**src/rtl/fir_pkg.sv**
```systemverilog
// Shared types and sizes for the FIR front-end feeder.
package fir_pkg;

    localparam int DW    = 13;
    localparam int NTAPS = 8;

    typedef logic signed [DW-1:0] sample_t;
    typedef logic signed [DW-1:0] coef_t;

    typedef enum logic [1:0] {
        IDLE,
        RUN,
        DRAIN
    } feed_state_t;

endpackage

```
**src/rtl/fir_sfifo.sv**
```systemverilog
// Single-clock sample FIFO: registered pointers and occupancy, combinational head.
module fir_sfifo
    import fir_pkg::*;
#(
    parameter int DEPTH = 16,
    localparam int AW = $clog2(DEPTH),
    localparam int LW = AW + 1
) (
    input  logic          clk,
    input  logic          rst_n,
    input  logic          push,
    input  logic          pop,
    input  sample_t       wdata,
    output logic          full,
    output logic          empty,
    output logic [LW-1:0] level,
    output sample_t       head
);

    sample_t       mem [DEPTH];
    logic [AW-1:0] wr_ptr;
    logic [AW-1:0] rd_ptr;
    logic [LW-1:0] count;
    logic          push_ok;
    logic          pop_ok;

    // A full FIFO refuses a push even if a pop frees a slot in the same cycle.
    assign push_ok = push && !full;
    assign pop_ok  = pop && !empty;

    assign full  = (count == LW'(DEPTH));
    assign empty = (count == '0);
    assign level = count;
    assign head  = mem[rd_ptr];

    always_ff @(posedge clk) begin
        if (push_ok) begin
            mem[wr_ptr] <= wdata;
        end
    end

    always_ff @(posedge clk or negedge rst_n) begin
        if (!rst_n) begin
            wr_ptr <= '0;
            rd_ptr <= '0;
            count  <= '0;
        end else begin
            if (push_ok) begin
                wr_ptr <= wr_ptr + AW'(1);
            end
            if (pop_ok) begin
                rd_ptr <= rd_ptr + AW'(1);
            end
            case ({push_ok, pop_ok})
                2'b10:   count <= count + LW'(1);
                2'b01:   count <= count - LW'(1);
                default: count <= count;
            endcase
        end
    end

endmodule

```
**src/rtl/fir_feeder.sv**
```systemverilog
// Feeds buffered samples into the 8-tap FIR as paced Vin/Din strobes and
// owns the coefficient bank, which is writable only while stopped.
module fir_feeder
    import fir_pkg::*;
#(
    parameter int FIFO_DEPTH = 16,
    localparam int LW = $clog2(FIFO_DEPTH) + 1
) (
    input  logic          clk,
    input  logic          RST_n,
    input  logic          cfg_we,
    input  logic [2:0]    cfg_addr,
    input  coef_t         cfg_data,
    output logic          cfg_err,
    input  logic          start,
    input  logic          stop,
    input  logic [3:0]    gap,
    input  logic          s_valid,
    input  sample_t       s_data,
    output logic          s_ready,
    output logic          Vin,
    output sample_t       Din,
    output coef_t         H0,
    output coef_t         H1,
    output coef_t         H2,
    output coef_t         H3,
    output coef_t         H4,
    output coef_t         H5,
    output coef_t         H6,
    output coef_t         H7,
    output logic          busy,
    output logic [LW-1:0] level
);

    feed_state_t   state;
    logic [3:0]    pace_cnt;
    coef_t         h [NTAPS];
    logic          full;
    logic          empty;
    sample_t       head;
    logic          issue;

    assign issue   = (state != IDLE) && !empty && (pace_cnt == '0);
    assign s_ready = !full;
    assign busy    = (state != IDLE);

    assign H0 = h[0];
    assign H1 = h[1];
    assign H2 = h[2];
    assign H3 = h[3];
    assign H4 = h[4];
    assign H5 = h[5];
    assign H6 = h[6];
    assign H7 = h[7];

    fir_sfifo #(
        .DEPTH (FIFO_DEPTH)
    ) u_fifo (
        .clk   (clk),
        .rst_n (RST_n),
        .push  (s_valid),
        .pop   (issue),
        .wdata (s_data),
        .full  (full),
        .empty (empty),
        .level (level),
        .head  (head)
    );

    always_ff @(posedge clk or negedge RST_n) begin
        if (!RST_n) begin
            state    <= IDLE;
            cfg_err  <= 1'b0;
            pace_cnt <= '0;
            Vin      <= 1'b0;
            Din      <= '0;
            for (int unsigned i = 0; i < NTAPS; i++) begin
                h[i] <= '0;
            end
        end else begin
            if (cfg_we) begin
                if (state == IDLE) begin
                    h[cfg_addr] <= cfg_data;
                end else begin
                    cfg_err <= 1'b1;
                end
            end

            case (state)
                IDLE: begin
                    if (start) begin
                        state   <= RUN;
                        cfg_err <= 1'b0;
                    end
                end
                RUN: begin
                    if (stop) begin
                        state <= DRAIN;
                    end
                end
                DRAIN: begin
                    if (empty && (pace_cnt == '0)) begin
                        state <= IDLE;
                    end
                end
                default: state <= IDLE;
            endcase

            if (issue) begin
                Vin      <= 1'b1;
                Din      <= head;
                pace_cnt <= gap;
            end else begin
                Vin <= 1'b0;
                if (pace_cnt != '0) begin
                    pace_cnt <= pace_cnt - 4'd1;
                end
            end
        end
    end

endmodule
```
**config.mk**
```make
export PLATFORM = sky130hd
export DESIGN_NAME = fir_feeder
export DESIGN_NICKNAME = d
export VERILOG_FILES = /design/src/rtl/fir_pkg.sv /design/src/rtl/fir_sfifo.sv /design/src/rtl/fir_feeder.sv
export SDC_FILE = /design/constraint.sdc
export NUM_CORES = 1
export LEC_CHECK = 0
export CORE_MARGIN = 2
export CORE_UTILIZATION = 45
export CTS_CLUSTER_SIZE = 28
export DETAILED_ROUTE_END_ITERATION = 12
export GPL_TIMING_DRIVEN = 1
export PLACE_DENSITY = 0.67
export SLEW_MARGIN = 5
export SYNTH_ARGS = -nofsm -noshare
export SYNTH_HDL_FRONTEND = slang
export SYNTH_SLANG_ARGS = --single-unit
```
**constraint.sdc**
```tcl
create_clock -name clk -period 6.7 [get_ports clk]
set_input_delay 1.005 -clock clk [delete_from_list [all_inputs] [get_ports clk]]
set_output_delay 1.005 -clock clk [all_outputs]
set_load 0.01 [all_outputs]
```
Word level (Yosys, flattened, before mapping)
Memory sizes are Yosys's and may differ from the RTL's. A register that Yosys moved wholly into a read port is not among the register bits.
Index checks and enable logic that the tools add are counted.

cells by class
  add/subtract/negate cells = 5
  $lt $le $gt $ge = 2
  equality and inequality tests = 8
  mux-type cells = 17
  bitwise logic cells = 1
  reductions and logical operators = 18

operator list
  cell                                                                          count
  104-bit bitwise mux                                                           1
  13-bit demux with 3-bit select                                                1
  13-bit two-way mux                                                            1
  5-bit case mux with 2 select lines                                            1
  4-bit by 1-bit adder with 4-bit output, second input constant                 2
  4-bit two-way mux                                                             2
  1-bit two-way mux                                                             7
  1-bit logical AND                                                             6
  2-bit two-way mux                                                             3
  2-bit != test, second input constant                                          3
  2-bit case mux with 3 select lines                                            1
  2-bit nonzero test                                                            3
  5-bit by 1-bit adder with 5-bit output, second input constant                 1
  5-bit equality test, second input constant                                    1
  5-bit logical NOT                                                             1
  5-bit by 1-bit subtractor with 5-bit output, second input constant            1
  2-bit by 1-bit equality test with 1-bit output, second input constant         2
  2-bit equality test, second input constant                                    2
  4-bit greater-or-equal comparator, second input constant                      1
  4-bit logical NOT                                                             1
  4-bit by 1-bit less-than comparator with 1-bit output, second input constant  1
  3-bit inverter with 4-bit output                                              1
  4-bit nonzero test                                                            1
  4-bit by 1-bit subtractor with 4-bit output, second input constant            1
  4 further kinds                                                               6

storage, ports and cells
  bits in registers = 125
  RAM bits = 208
  bits of input ports = 39
  output and inout port bits = 126
  memories = 1

memories
  name        depth  bits a word  rd ports  clocked after memory_dff  write ports  line             text
  u_fifo.mem  16     13           1         1                         1            fir_sfifo.sv:20  sample_t mem [DEPTH];

Logic depth before layout (Yosys ltp)
Gate-level depths: netlist of the first run.

  depth in word-level cells = 7
  depth in mapped cells = 12

Modules after synthesis
Synthesis of the first run repeated with hierarchy kept, for this count alone.

second synthesis, totals
  cells, all modules = 763
  area, all modules = 13777.0 um^2

by module, submodules not included
  module      instances  cells an instance  area an instance (um^2)  seq. area each (um^2)
  fir_sfifo   1          467                8958.6                   6571.3
  fir_feeder  1          296                4818.4                   3128.0

Least setup slack after synthesis of the first run
OpenSTA, ideal clock, no wires.

  path type = input-to-reg
  start = in s_valid
  end = reg u_fifo.count[4], in the netlist u_fifo.level[4]
  setup time = 134 ps
  data arrival time = 3072 ps
  slack = 3494 ps
  stages on the path = 10
  buffers on the path = 1
  path through = a21boi_2 > inv_1 > ha_1 > clkbuf_1 > xor2_1 > ha_1 > or3_1 > a2111oi_0 > nor4_1 > xnor2_1

between the ends
  longest elaborated chain between the ends = 3
  elaborated cells on any way between the ends = 5
  classes of those cells = eq/ne: 2; mux: 1; reduce/logical: 2

RTL lines
  element                                                                                       line              text
  from (decl)                                                                                   fir_feeder.sv:18  input logic s_valid,
  1-bit logical AND *                                                                           fir_sfifo.sv:28   assign push_ok = push && !full;
  2-bit by 1-bit equality test with 1-bit output / 2-bit equality test (equally long branches)  fir_sfifo.sv:54   case ({push_ok, pop_ok})
  5-bit case mux with 2 select lines / 2-bit nonzero test (equally long branches)               n/a
  to (signal assigned)                                                                          fir_sfifo.sv:55   2'b10: count <= count + LW'(1);
  to (signal assigned)                                                                          fir_sfifo.sv:56   2'b01: count <= count - LW'(1);
  to (signal assigned)                                                                          fir_sfifo.sv:57   default: count <= count;
  to (decl)                                                                                     fir_sfifo.sv:23   logic [LW-1:0] count;

Every way passes the cells marked *; elsewhere a longest branch is shown, timed or not.
A chain may end at the register's enable or synchronous reset.

Worst setup path after layout of the first run
  start = reg pace_cnt[0]
  end = reg u_fifo.count[4], in the netlist u_fifo.level[4]

between the ends
  longest elaborated chain between the ends = 5
  elaborated cells on any way between the ends = 7
  classes of those cells = eq/ne: 2; mux: 1; reduce/logical: 4

RTL lines
  element                                                                                       line               text
  from (decl)                                                                                   fir_feeder.sv:36   logic [3:0] pace_cnt;
  from (signal assigned)                                                                        fir_feeder.sv:112  pace_cnt <= gap;
  from (signal assigned)                                                                        fir_feeder.sv:116  pace_cnt <= pace_cnt - 4'd1;
  4-bit logical NOT *                                                                           fir_feeder.sv:43   assign issue = (state != IDLE) && !empty && (pace_cnt == '0);
  1-bit logical AND *                                                                           fir_feeder.sv:43
  1-bit logical AND *                                                                           fir_sfifo.sv:29    assign pop_ok = pop && !empty;
  named net u_fifo.pop_ok                                                                       fir_sfifo.sv:25    logic pop_ok;
  2-bit by 1-bit equality test with 1-bit output / 2-bit equality test (equally long branches)  fir_sfifo.sv:54
  5-bit case mux with 2 select lines / 2-bit nonzero test (equally long branches)               n/a

The timed path passes the listed nets; every way through them passes the cells marked *.

==> impl_results.md, run 1 <==
* Max Cap Viol at 0
* Worst slew pin tran at 929 ps
* Switching Share at between 20% and 30%
* Hold-fix buffers, CTS at 0
* Synth unique cells at 52
* Drt total wl at 29.3 mm
* Register bit total from synthesis at approximately 350
* Crit. End Element: flop
* Critical Path Start Type: flop
* Tmin final at about 3500 ps
* Post-CTS sizing at 0
* Post-CTS Setup Bufs at 0
* Synth Instances at 720
* Wire per inst at 22.2 um
* Sinks on Clock Net at 346
* Full die area at 31700 um2
* Cell Area, Placed at roughly 16000 um2
* Setup violations, final at 0
* CTS H-tree lvls at 2
* Vias in the first global route at 7197
* Initial antenna violation count at 0
* Combinational power share at between 20% and 30%
* VDD IR-drop max at 0.228 mV
* Die W at ~180 um
* Critical path data required time at 7100 ps
* Worst hold path type: primary input to async pin
* Final Cell Area at 16900 um2
* Clk buf depth at 3
* Yosys warnings at 0
* Pwr dens at approximately 430 nW/um2
* Worst slack at placement at around 2700 ps
* GR Util All Layers at between 10% and 20%
* Post-Syn Area at 13600 um2
* Relative slew slack at 38.1%
* Final std cells w/o fill at 1321
* Cell leakage power at 6.05 nW
* Post-Synth XOR/XNOR Area at 0.835%
* Fmax achieved at 286 MHz
* Status: completed
* CTS Buf Count at 37
* Largest family of logic cells by synthesized area: multiplexers
* PortBufs at ~160
* Root Driver: clkbuf_16
* Reg area at 9700 um2
* Post-synthesis sequential area ratio at 71.1%
* Post-Synth Simple-Gate Area at 2.84%
* # DRC at 0
* Clock transition at path regs at 60 ps
* Crit Path Max Fanout at 12
* Worst Setup Path Type: flop to flop
* Crit path DAT at 3890 ps
* Multiplexer area fraction after synthesis at 18.6%
* Vias after detailed routing at 7055
* RePlAce Congestion at 0.722
* Layout cells sized above 1 at 30.3%
* Post-DP HPWL at approximately 18 mm
* Worst hold margin at 487 ps
* Register share of total power at 43.5%
* IO Pins at around 170
* Row count at 63
* Final Max Tran Viols at 0
* Post-Syn Nets at 770
* Starting Density at 45.9%
* Clk Latency, worst-skew pair at around 530 ps
* ANT nets after route at 0
* Mean Syn Cell Area at between 15 and 20 um2
* RSZ-0062 raised after global routing: false
* Final Worst Setup Slack at 3200 ps
* DR pass1 iterations at 4
* Synth Area in Adders at around 1%
* Chip Height at 178 um
* Psw at approximately 0.0021 W
* CTS tree: yes
* Final hold vios at 0
* Clock Skew at 22.1 ps
* TNS Setup at 0 ps
* Number of synthesized flops with an enable pin at 208
* Final period util at a little over half
* Synthesis-to-finish area growth at 23.8%
* Core footprint at a little under 30000 um2
* Ys flop type: edfxtp_1
* Clock power share at 26.6%
* Cell Int Power at 0.00514 W
* Antenna cells at 0
* Synth Area in Compound Gates at 3.68%
* Filler cell count at approximately 2200
* Total gr overflow at 0
* Dpl cells at 1258
* First-pass GRT wire length at 44.4 mm
* Net count, final at 957
* Avg Vias per Cell at about 5.3
* Async SR Flop Fraction at 39.9%
* Largest net degree at the start of global routing at 73
* Iteration-0 DRC Markers at 425
* Footprint of the multi-input gates at 3710 um2
## metrics by stage
stage	total power, W	util (%)
floorplan	0.00422	-
global route	0.00761	56.8
finish	0.00725	56.8
detailed placement	0.00539	52.9
global placement	0.00534	52.9
CTS	0.00733	56.8
## cells in the mapped netlist, types with 2 or more instances
library cell | instances | area, um2
a21oi_1 | 7 | 35.0
a21oi_2 | 10 | 87.6
a311oi_1 | 2 | 17.5
and3_1 | 3 | 18.8
buf_1 | 2 | 7.51
buf_2 | 15 | 75.1
buf_4 | 6 | 45.0
buf_6 | 3 | 33.8
clkbuf_1 | 9 | 33.8
dfrtp_1 | 138 | 3450
edfxtp_1 | 208 | 6250
ha_1 | 11 | 138
inv_1 | 9 | 33.8
mux2_2 | 118 | 1330
mux2i_1 | 3 | 30.0
mux4_2 | 52 | 1170
nand2_1 | 19 | 71.3
nand2b_1 | 5 | 31.3
nand4_1 | 2 | 12.5
nor2_1 | 17 | 63.8
nor2b_1 | 3 | 18.8
nor3_1 | 6 | 30.0
nor3b_2 | 2 | 25.0
nor4b_1 | 2 | 17.5
o21ai_0 | 5 | 25.0
o22ai_1 | 17 | 106
o22ai_2 | 10 | 125
xnor2_1 | 10 | 87.6
xor2_1 | 3 | 26.3
## kinds of logic after synthesis
kind of cell | Yosys count
AO/OA/AOI/OAI | 61
XOR/XNOR | 13
adder cells (fa/ha/maj) | 11
buffers and inverters | 46
flip-flops | 346
multiplexers | 174
AND/OR/NAND/NOR | 69
## placed cells by master (no fill, tap or decap), types with 7 or more instances in the layout
cell,Yosys,layout
a21oi_2,10,10
nor2_1,17,17
mux2_2,118,118
edfxtp_1,208,208
mux4_2,52,52
clkdlybuf4s50_1,0,163
clkbuf_1,9,7
xnor2_1,10,10
o22ai_2,10,10
a21oi_1,7,7
dfrtp_1,138,136
o22ai_1,17,17
inv_1,9,9
buf_4,6,20
clkbuf_16,0,38
nand2_1,19,19
ha_1,11,11
## worst paths after layout
check / start / to / slack (ps) / cells past startpoint
hold reg to reg: H6[9] / H6[9] / 490 / 1
setup / recovery: pace_cnt[0] / u_fifo.level[4] / 3200 / 11
setup reg to reg: pace_cnt[0] / u_fifo.level[4] / 3200 / 11
max in group asynchronous: RST_n / H4[9] / 4790 / 2
min in group clk: H6[9] / H6[9] / 490 / 1
hold / removal: RST_n / u_fifo.level[1] / 490 / 1
## critical path: stages (launching register included)
cell and delay (ps):
dfrtp_1 370, inv_1 110, ha_1 180, or3b_1 430, a211oi_1 400, ha_1 450, xor2_1 120, ha_1 230
or3_1 330, a2111oi_0 460, nor4_1 140, xnor2_1 140
## flip-flops by register name (all words and copies together) (netlist names)
name	flops
Din	13
u_fifo.wr_ptr	4
u_fifo.mem	208
H0	13
state	2
u_fifo.rd_ptr	4
u_fifo.level	5
H3	13
Vin	1
H6	13
H2	13
H7	13
cfg_err	1
H4	13
H1	13
H5	13
pace_cnt	4
## layout make-up
| class | instances | area share, % |
|---|---|---|
| well taps | 390 | 2.89 |
| repair buffers | 184 | 10.6 |
| clock buffers | 47 | 5.95 |
| inverters | 10 | 0.222 |
| multi-input cells | 328 | 22.0 |
| clock inverters | 16 | 0.845 |
| flip-flops and latches | 346 | 57.5 |
## power groups by stage
stage | clock [W] | combinational [W] | sequential (W)
4_1_cts | 0.00197 | 0.00221 | 0.00315
6_report | 0.00193 | 0.00217 | 0.00316
5_1_grt | 0.00207 | 0.00232 | 0.00322
3_3_place_gp | 0 | 0.00217 | 0.00317
2_1_floorplan | 0 | 0.000970 | 0.00325
3_5_place_dp | 0 | 0.00220 | 0.00319
## per-layer routing
metal	GRT usage, %	routed length [um]
met1	26.7	13000
met2	30.1	14300
met4	4.95	533
met3	3.35	1480
met5	0	0
Power figures use the tool's default switching activity.
==> inputs of run 2 (changes only) <==
- clock period: 6.7 -> 3.56 ns (I/O delays scaled with it)
==> impl_results.md, run 2 (synthesis results as in run 1) <==
* Post-DP HPWL at 19.3 mm (was 18.5 mm)
* Hold-fix buffers, CTS at 0 (unchanged)
* Tmin final at 3130 ps (was 3500 ps)
* Relative slew slack at 39.1% (was 38.1%)
* Filler cell count at 2292 (was 2232)
* WP buf/inv at 1 (unchanged)
* Register share of total power at 43.3% (was 43.5%)
* Max incr delay on CP at 440 ps (was 460 ps)
* Crit path DAT at 3510 ps (was 3890 ps)
* Root Driver: clkbuf_16 (unchanged)
* First-pass GRT wire length at 44.8 mm (was 44.4 mm)
* Chip Height at 178 um (unchanged)
* Row count at 63 (unchanged)
* Synthesis-to-finish area growth at 24.8% (was 23.8%)
* Post-CTS Setup Bufs at 0 (unchanged)
* R2R cell count at 11 (unchanged)
* Most common cell after layout, fill and taps aside: edfxtp_1 (unchanged)
* Initial antenna violation count at 0 (unchanged)
* TNS Setup at 0 ps (unchanged)
* Crit Path Max Fanout at 4 (was 12)
* Clk Latency, worst-skew pair at 510 ps (was 530 ps)
* PortBufs at 164 (unchanged)
* Combinational power share at 29.8% (was 29.9%)
* Largest net degree at the start of global routing at 78 (was 73)
* Final hold vios at 0 (unchanged)
* Clock transition at path regs at 60 ps (about the same)
* Die W at 178 um (unchanged)
* Status: completed (unchanged)
* Wire per inst at 22.0 um (was 22.2 um)
* Most Frequent Cell on Critical Path: ha_1 (unchanged)
* RSZ-0062 raised after global routing: false (unchanged)
* Crit path max-delay family: simple AND/OR/NAND/NOR gates (unchanged)
* VDD IR-drop max at 0.544 mV (was 0.228 mV)
* Setup violations, final at 0 (unchanged)
* Total gr overflow at 0 (unchanged)
* Worst hold path type: primary input to async pin (unchanged)
* Worst Setup Path Type: flop to flop (unchanged)
* Number of flip-flops in the largest register at 208 (unchanged)
* Crit. End Element: flop (unchanged)
* RePlAce Congestion at 0.794 (was 0.722)
* Avg Vias per Cell at 5.37 (was 5.34)
* Clk buf depth at 3 (unchanged)
* CTS tree: yes (unchanged)
* CP max stage cell: a2111oi_0 (unchanged)
* IO Pins at 165 (unchanged)
* Psw at 0.00389 W (was 0.00211 W)
* Crit-path cells: inv_1, ha_1, or3b_1, a211oi_1, ha_1, xor2_1, ha_1, or3_1, a2111oi_0, nor4_1, xnor2_1 (unchanged)
* Cell Int Power at 0.00982 W (was 0.00514 W)
* GR Util All Layers at 18.9% (was 18.8%)
* Drt total wl at 29.4 mm (was 29.3 mm)
* Final period util at 87.8% (was 52.2%)
* Vias in the first global route at 7383 (was 7197)
* Layout cells sized above 1 at 31.3% (was 30.3%)
* Critical path depth at 11 (unchanged)
* Full die area at 31700 um2 (unchanged)
* Top reg by flops: u_fifo.mem (unchanged)
* Sinks on Clock Net at 346 (unchanged)
* Fmax achieved at 320 MHz (was 286 MHz)
* DR pass1 iterations at 5 (was 4)
* Antenna cells at 0 (unchanged)
* Net count, final at 971 (was 957)
* Most frequent cells in the layout: edfxtp_1, clkdlybuf4s50_1, dfrtp_1, mux2_2, mux4_2 (unchanged)
* Final Max Tran Viols at 0 (unchanged)
* Worst hold margin at 49.6 ps (was 487 ps)
* Critical path data required time at 3950 ps (was 7100 ps)
* CTS H-tree lvls at 2 (unchanged)
* Switching Share at 28.4% (was 29.1%)
* Cell leakage power at 6.15 nW (was 6.05 nW)
* Core footprint at 29700 um2 (unchanged)
* Clock power share at 26.8% (was 26.6%)
* Critical Path Start Type: flop (unchanged)
* Clock Skew at 10.4 ps (was 22.1 ps)
* Footprint of the multi-input gates at 3710 um2 (unchanged)
* Reg area at 9700 um2 (unchanged)
* Vias after detailed routing at 7180 (was 7055)
* Pwr dens at 805 nW/um2 (was 429 nW/um2)
* ANT nets after route at 0 (unchanged)
* Post-CTS sizing at 0 (unchanged)
* Iteration-0 DRC Markers at 391 (was 425)
* Starting Density at 45.9% (unchanged)
* CTS Buf Count at 37 (unchanged)
* Worst slew pin tran at 913 ps (was 929 ps)
* # DRC at 0 (unchanged)
* Max Cap Viol at 0 (unchanged)
run 2: routing by layer:
layer,global-route usage (%),share of wire [%],vias to the layer above
li1,-,-,3217
met1,26.4,43,3725
met2,30.8,49,194
met3,3.47,6.1,44
met4,5.12,2.1,0
met5,0,0,-
run 2: worst reg2reg max path: cells and delay by family (launching register included):
| family | cells | cell delay [ps] |
|---|---|---|
| simple gates | 3 | 900 |
| compound gates | 2 | 770 |
| fa+ha+maj | 3 | 640 |
| flops | 1 | 370 |
| xor+xnor | 2 | 210 |
| buf+inv | 1 | 110 |
run 2: layout make-up:
cell class | instances | area share, %
Sequential cell | 346 | 57.0
Clock inverter | 12 | 0.662
Tap cell | 390 | 2.87
Timing Repair Buffer | 198 | 11.2
Multi-Input combinational cell | 328 | 21.8
Clock buffer | 53 | 6.21
Inverter | 10 | 0.221
run 2: per-stage QoR:
step / cells / util [%] / instance area [um2] / power (W) / setup WS (ps)
6_report: 1337 / 57.3 / 17000 / 0.0137 / 435
5_1_grt: 1337 / 57.3 / 17000 / 0.0144 / 177
3_5_place_dp: 1272 / 53.3 / 15800 / 0.0102 / 412
3_3_place_gp: 1272 / 53.3 / 15800 / 0.0101 / 506
4_1_cts: 1337 / 57.3 / 17000 / 0.0139 / 414
2_1_floorplan: 720 / - / 13600 / 0.00795 / 430
run 2: worst paths after layout:
kind                             start               to  slack (ps)
max                        pace_cnt[0]  u_fifo.level[4]         430
min                              RST_n  u_fifo.level[2]          50
max in group asynchronous        RST_n           H4[11]        2690
min in group clk                 H6[9]            H6[9]         490
max reg2reg                pace_cnt[0]  u_fifo.level[4]         430
min reg2reg                      H6[9]            H6[9]         490
run 2: power groups by stage:
| stage | Clock, W | Sequential (W) | Combinational (W) |
|---|---|---|---|
| 3_5_place_dp | 0 | 0.00602 | 0.00415 |
| 3_3_place_gp | 0 | 0.00598 | 0.00410 |
| 5_1_grt | 0.00394 | 0.00606 | 0.00438 |
| 4_1_cts | 0.00376 | 0.00594 | 0.00416 |
| 2_1_floorplan | 0 | 0.00612 | 0.00183 |
| 6_report | 0.00368 | 0.00594 | 0.00409 |
==> inputs of run 3 (changes only) <==
- CTS_BUF_LIST: not set -> sky130_fd_sc_hd__clkbuf_4 sky130_fd_sc_hd__clkbuf_8
==> impl_results.md, run 3 (synthesis results as in run 1) <==
* Crit Path Max Fanout at 4 (unchanged)
* PortBufs at 164 (unchanged)
* Iteration-0 DRC Markers at 369 (was 391)
* Crit. End Element: flop (unchanged)
* Synthesis-to-finish area growth at 24.5% (was 24.8%)
* Worst slew pin tran at 905 ps (was 913 ps)
* Worst Setup Path Type: flop to flop (unchanged)
* Pwr dens at 790 nW/um2 (was 805 nW/um2)
* VDD IR-drop max at 0.432 mV (was 0.544 mV)
* Chip Height at 178 um (unchanged)
* Final core occ at 57.1% (was 57.3%)
* Clk Latency, worst-skew pair at 600 ps (was 510 ps)
* GR Util All Layers at 19.0% (was 18.9%)
* Final Cell Area at 17000 um2 (about the same)
* Root Driver: clkbuf_8 (was clkbuf_16)
* Cell Area, Placed at 15800 um2 (unchanged)
* First-pass GRT wire length at 44.8 mm (about the same)
* Vias after detailed routing at 7304 (was 7180)
* Critical Path Start Type: flop (unchanged)
* Clk buf depth at 3 (unchanged)
* Layout cells sized above 1 at 34.0% (was 31.3%)
* Relative slew slack at 39.7% (was 39.1%)
* Drt total wl at 29.6 mm (was 29.4 mm)
* ANT nets after route at 0 (unchanged)
* Worst slack at placement at 412 ps (unchanged)
* Net count, final at 990 (was 971)
* Filler cell count at 2302 (was 2292)
* Critical path data required time at 4020 ps (was 3950 ps)
* Initial antenna violation count at 0 (unchanged)
* Post-CTS Setup Bufs at 0 (unchanged)
* Most common cell after layout, fill and taps aside: edfxtp_1 (unchanged)
* TNS Setup at 0 ps (unchanged)
* Final Worst Setup Slack at 404 ps (was 435 ps)
* Tmin final at 3160 ps (was 3130 ps)
* Final hold vios at 0 (unchanged)
* CTS Buf Count at 55 (was 37)
* Total gr overflow at 0 (unchanged)
* Reg2Reg Launch Point: pace_cnt[0] (unchanged)
* Vias in the first global route at 7479 (was 7383)
* Row count at 63 (unchanged)
* Avg Vias per Cell at 5.32 (was 5.37)
* Number of flip-flops in the largest register at 208 (unchanged)
* Hold-fix buffers, CTS at 1 (was 0)
* Clock transition at path regs at 60 ps (about the same)
* RePlAce Congestion at 0.794 (unchanged)
* Cell leakage power at 6.17 nW (was 6.15 nW)
* Antenna cells at 0 (unchanged)
* Worst hold path type: flop to flop (was primary input to async pin)
* Final std cells w/o fill at 1373 (was 1337)
* Final period util at 88.6% (was 87.8%)
* Largest net degree at the start of global routing at 78 (unchanged)
* Core footprint at 29700 um2 (unchanged)
* Post-DP HPWL at 19.3 mm (unchanged)
* Setup violations, final at 0 (unchanged)
* Dpl cells at 1272 (unchanged)
* Top reg by flops: u_fifo.mem (unchanged)
* Fmax achieved at 317 MHz (was 320 MHz)
* Wire per inst at 21.6 um (was 22.0 um)
* IO Pins at 165 (unchanged)
* Crit path DAT at 3620 ps (was 3510 ps)
* Die W at 178 um (unchanged)
* Max Cap Viol at 0 (unchanged)
* # DRC at 0 (unchanged)
* Clock Skew at 29.6 ps (was 10.4 ps)
* DR pass1 iterations at 4 (was 5)
* Sinks on Clock Net at 346 (unchanged)
* CTS tree: yes (unchanged)
* Status: completed (unchanged)
* HP Start: H6[9]
* Post-CTS sizing at 0 (unchanged)
* RSZ-0062 raised after global routing: false (unchanged)
* Crit. Startpoint: pace_cnt[0] (unchanged)
* Starting Density at 45.9% (unchanged)
* Most frequent cells in the layout: edfxtp_1, clkdlybuf4s50_1, dfrtp_1, mux2_2, clkbuf_8 (was edfxtp_1, clkdlybuf4s50_1, dfrtp_1, mux2_2, mux4_2)
* Final Max Tran Viols at 0 (unchanged)
* CTS H-tree lvls at 2 (unchanged)
* Full die area at 31700 um2 (unchanged)
-- run 3: worst max-delay path, stage by stage (launching register included) --
cell and delay (ps):
dfrtp_1 370, inv_1 110, ha_1 170, or3b_1 420, a211oi_1 340, ha_1 240, xor2_1 70, ha_1 230
or3_1 330, a2111oi_0 450, nor4_1 150, xnor2_1 140
-- run 3: worst paths after layout --
kind                                   end  slack (ps)  cells past startpoint
hold / removal                       H6[9]         490                      1
setup / recovery           u_fifo.level[4]         400                     11
min in group asynchronous  u_fifo.level[2]         540                      2
max in group asynchronous           H3[11]        2190                      3
hold reg to reg                      H6[9]         490                      1
setup reg to reg           u_fifo.level[4]         400                     11
-- run 3: layer usage --
layer | part of all wire (%) | GRT usage [%] | vias to the layer above | wire length (um)
li1 | - | - | 3269 | -
met5 | 0 | 0 | - | 0
met2 | 49 | 30.7 | 207 | 14400
met1 | 43 | 26.3 | 3778 | 12700
met3 | 6.3 | 3.58 | 50 | 1850
met4 | 2.3 | 5.81 | 0 | 667
-- run 3: through the flow --
stage               total power, W  hold slack [ps]
detailed placement          0.0102              481
CTS                         0.0136              494
finish                      0.0134              493
floorplan                  0.00795              238
global route                0.0141              503
global placement            0.0101              470
-- run 3: area by class of cell --
| class | count | area [um2] | share of cell area [%] |
|---|---|---|---|
| Clock buffer | 84 | 1010 | 5.96 |
| Sequential cell | 346 | 9700 | 57.2 |
| Clock inverter | 16 | 103 | 0.604 |
| Timing Repair Buffer | 199 | 1920 | 11.3 |
| Multi-Input combinational cell | 328 | 3710 | 21.8 |
| Tap cell | 390 | 488 | 2.87 |
| Inverter | 10 | 37.5 | 0.221 |
-- run 3: where the power goes --
group	switching, W	leakage [nW]	internal [W]
Combinational	0.00175	2.02	0.00234
Clock	0.00150	0.589	0.00188
Sequential	0.000657	3.55	0.00528
==> edit (flow settings as in run 1) <==
`DW`: 13 -> 17.
--- a/src/rtl/fir_pkg.sv
+++ b/src/rtl/fir_pkg.sv
@@ -1,7 +1,7 @@
 // Shared types and sizes for the FIR front-end feeder.
 package fir_pkg;
 
-    localparam int DW    = 13;
+    localparam int DW    = 17;
     localparam int NTAPS = 8;
 
     typedef logic signed [DW-1:0] sample_t;
Ports: changed (11 resized); port bits go from 165 to 209. The function was not compared with the original's and may differ.
==> edit against run 1 <==
Sequential cell count grew 100. Synthesized area grew 27%. Final cell count up 25%. Core utilization down 0.19 points. Worst setup slack worse by 0.020 ns. Highest routed layer unchanged. Count of clock-buffer cells in the layout increased by 22. Cell area increased by 27%. Total power is 32% higher. Critical path depth is 2 lower. Wire length is 26% higher. Largest power group unchanged. Clock skew down 0.0080 ns.
==> edit: results (changes against run 1) <==
result of the run=complete, no violations (unchanged); adder-cell share of the synthesized area=0.795% (was 1.01%); cell with the largest stage delay on the worst path=sky130_fd_sc_hd__a21boi_1 (was sky130_fd_sc_hd__a2111oi_0); Synth Instances=892 (was 720); standard cell area after detailed placement=0.0199 sq mm (was 0.0157 sq mm); Async SR Flop Fraction=39.0% (was 39.9%); clock network fraction of total power=25.7% (was 26.6%); total routing resource utilization after global routing=18.7% (was 18.8%); number of vias after detailed routing=8909 (was 7055); path category of the worst min-delay check=reg2reg (was in2async); global-route wire length before repair=56900 microns (was 44400 microns); Detail Route met3 WL=2940 microns (was 1480 microns); fraction of met1 tracks used by global routing=27.2% (was 26.7%); skew final=0.0141 ns (was 0.0221 ns); EDFF count, synth=272 (was 208); post-route minimum period=3.52 ns (was 3.50 ns); wirelength, routed=37100 microns (was 29300 microns); multiplexer fraction of the synthesized cell area=19.1% (was 18.6%); worst-margin pin slew=1.13 ns (was 0.929 ns); Worst path top cell family by delay=compound AO/OA/AOI/OAI gates (was simple AND/OR/NAND/NOR gates); met2 WL post-DR=16900 microns (was 14300 microns); number of design-rule violations left by the first detailed-router iteration=589 (was 425); leakage power=7.60 nW (was 6.05 nW); proportion of synthesized chip area in sequential cells=72.3% (was 71.1%); Internal Power=6.78 mW (was 5.14 mW); Routed met1 length=16800 microns (was 13000 microns); proportion of layout cells with a drive suffix above 1=29.9% (was 30.3%); final hold slack=0.489 ns (was 0.487 ns); number of global-route vias before repair=9070 (was 7197); fillcell total=2931 (was 2232); Port-buffer cells=208 (was 164); Peak supply drop=240 uV (was 228 uV); placed cells=1574 (was 1258)
==> edit: changes by cell type after synthesis, moves of 2 or more <==
cell	before	now
sky130_fd_sc_hd__a21oi_1	7	11
sky130_fd_sc_hd__edfxtp_1	208	272
sky130_fd_sc_hd__dfrtp_1	138	174
sky130_fd_sc_hd__mux2_2	118	153
sky130_fd_sc_hd__mux4_2	52	68
sky130_fd_sc_hd__o22ai_1	17	24
sky130_fd_sc_hd__clkbuf_1	9	15
sky130_fd_sc_hd__nand2_1	19	15
sky130_fd_sc_hd__nand2_2	0	3
sky130_fd_sc_hd__buf_2	15	18
sky130_fd_sc_hd__xnor2_1	10	8
==> edit: cell type report <==
class                      instances  area share, %
sequential                       446           58.6
multi-input combinational        392           21.4
inverter                           9          0.158
timing repair buffer             216           10.0
tap                              511           2.99
clock inverter                    13          0.445
clock buffer                      69           6.36
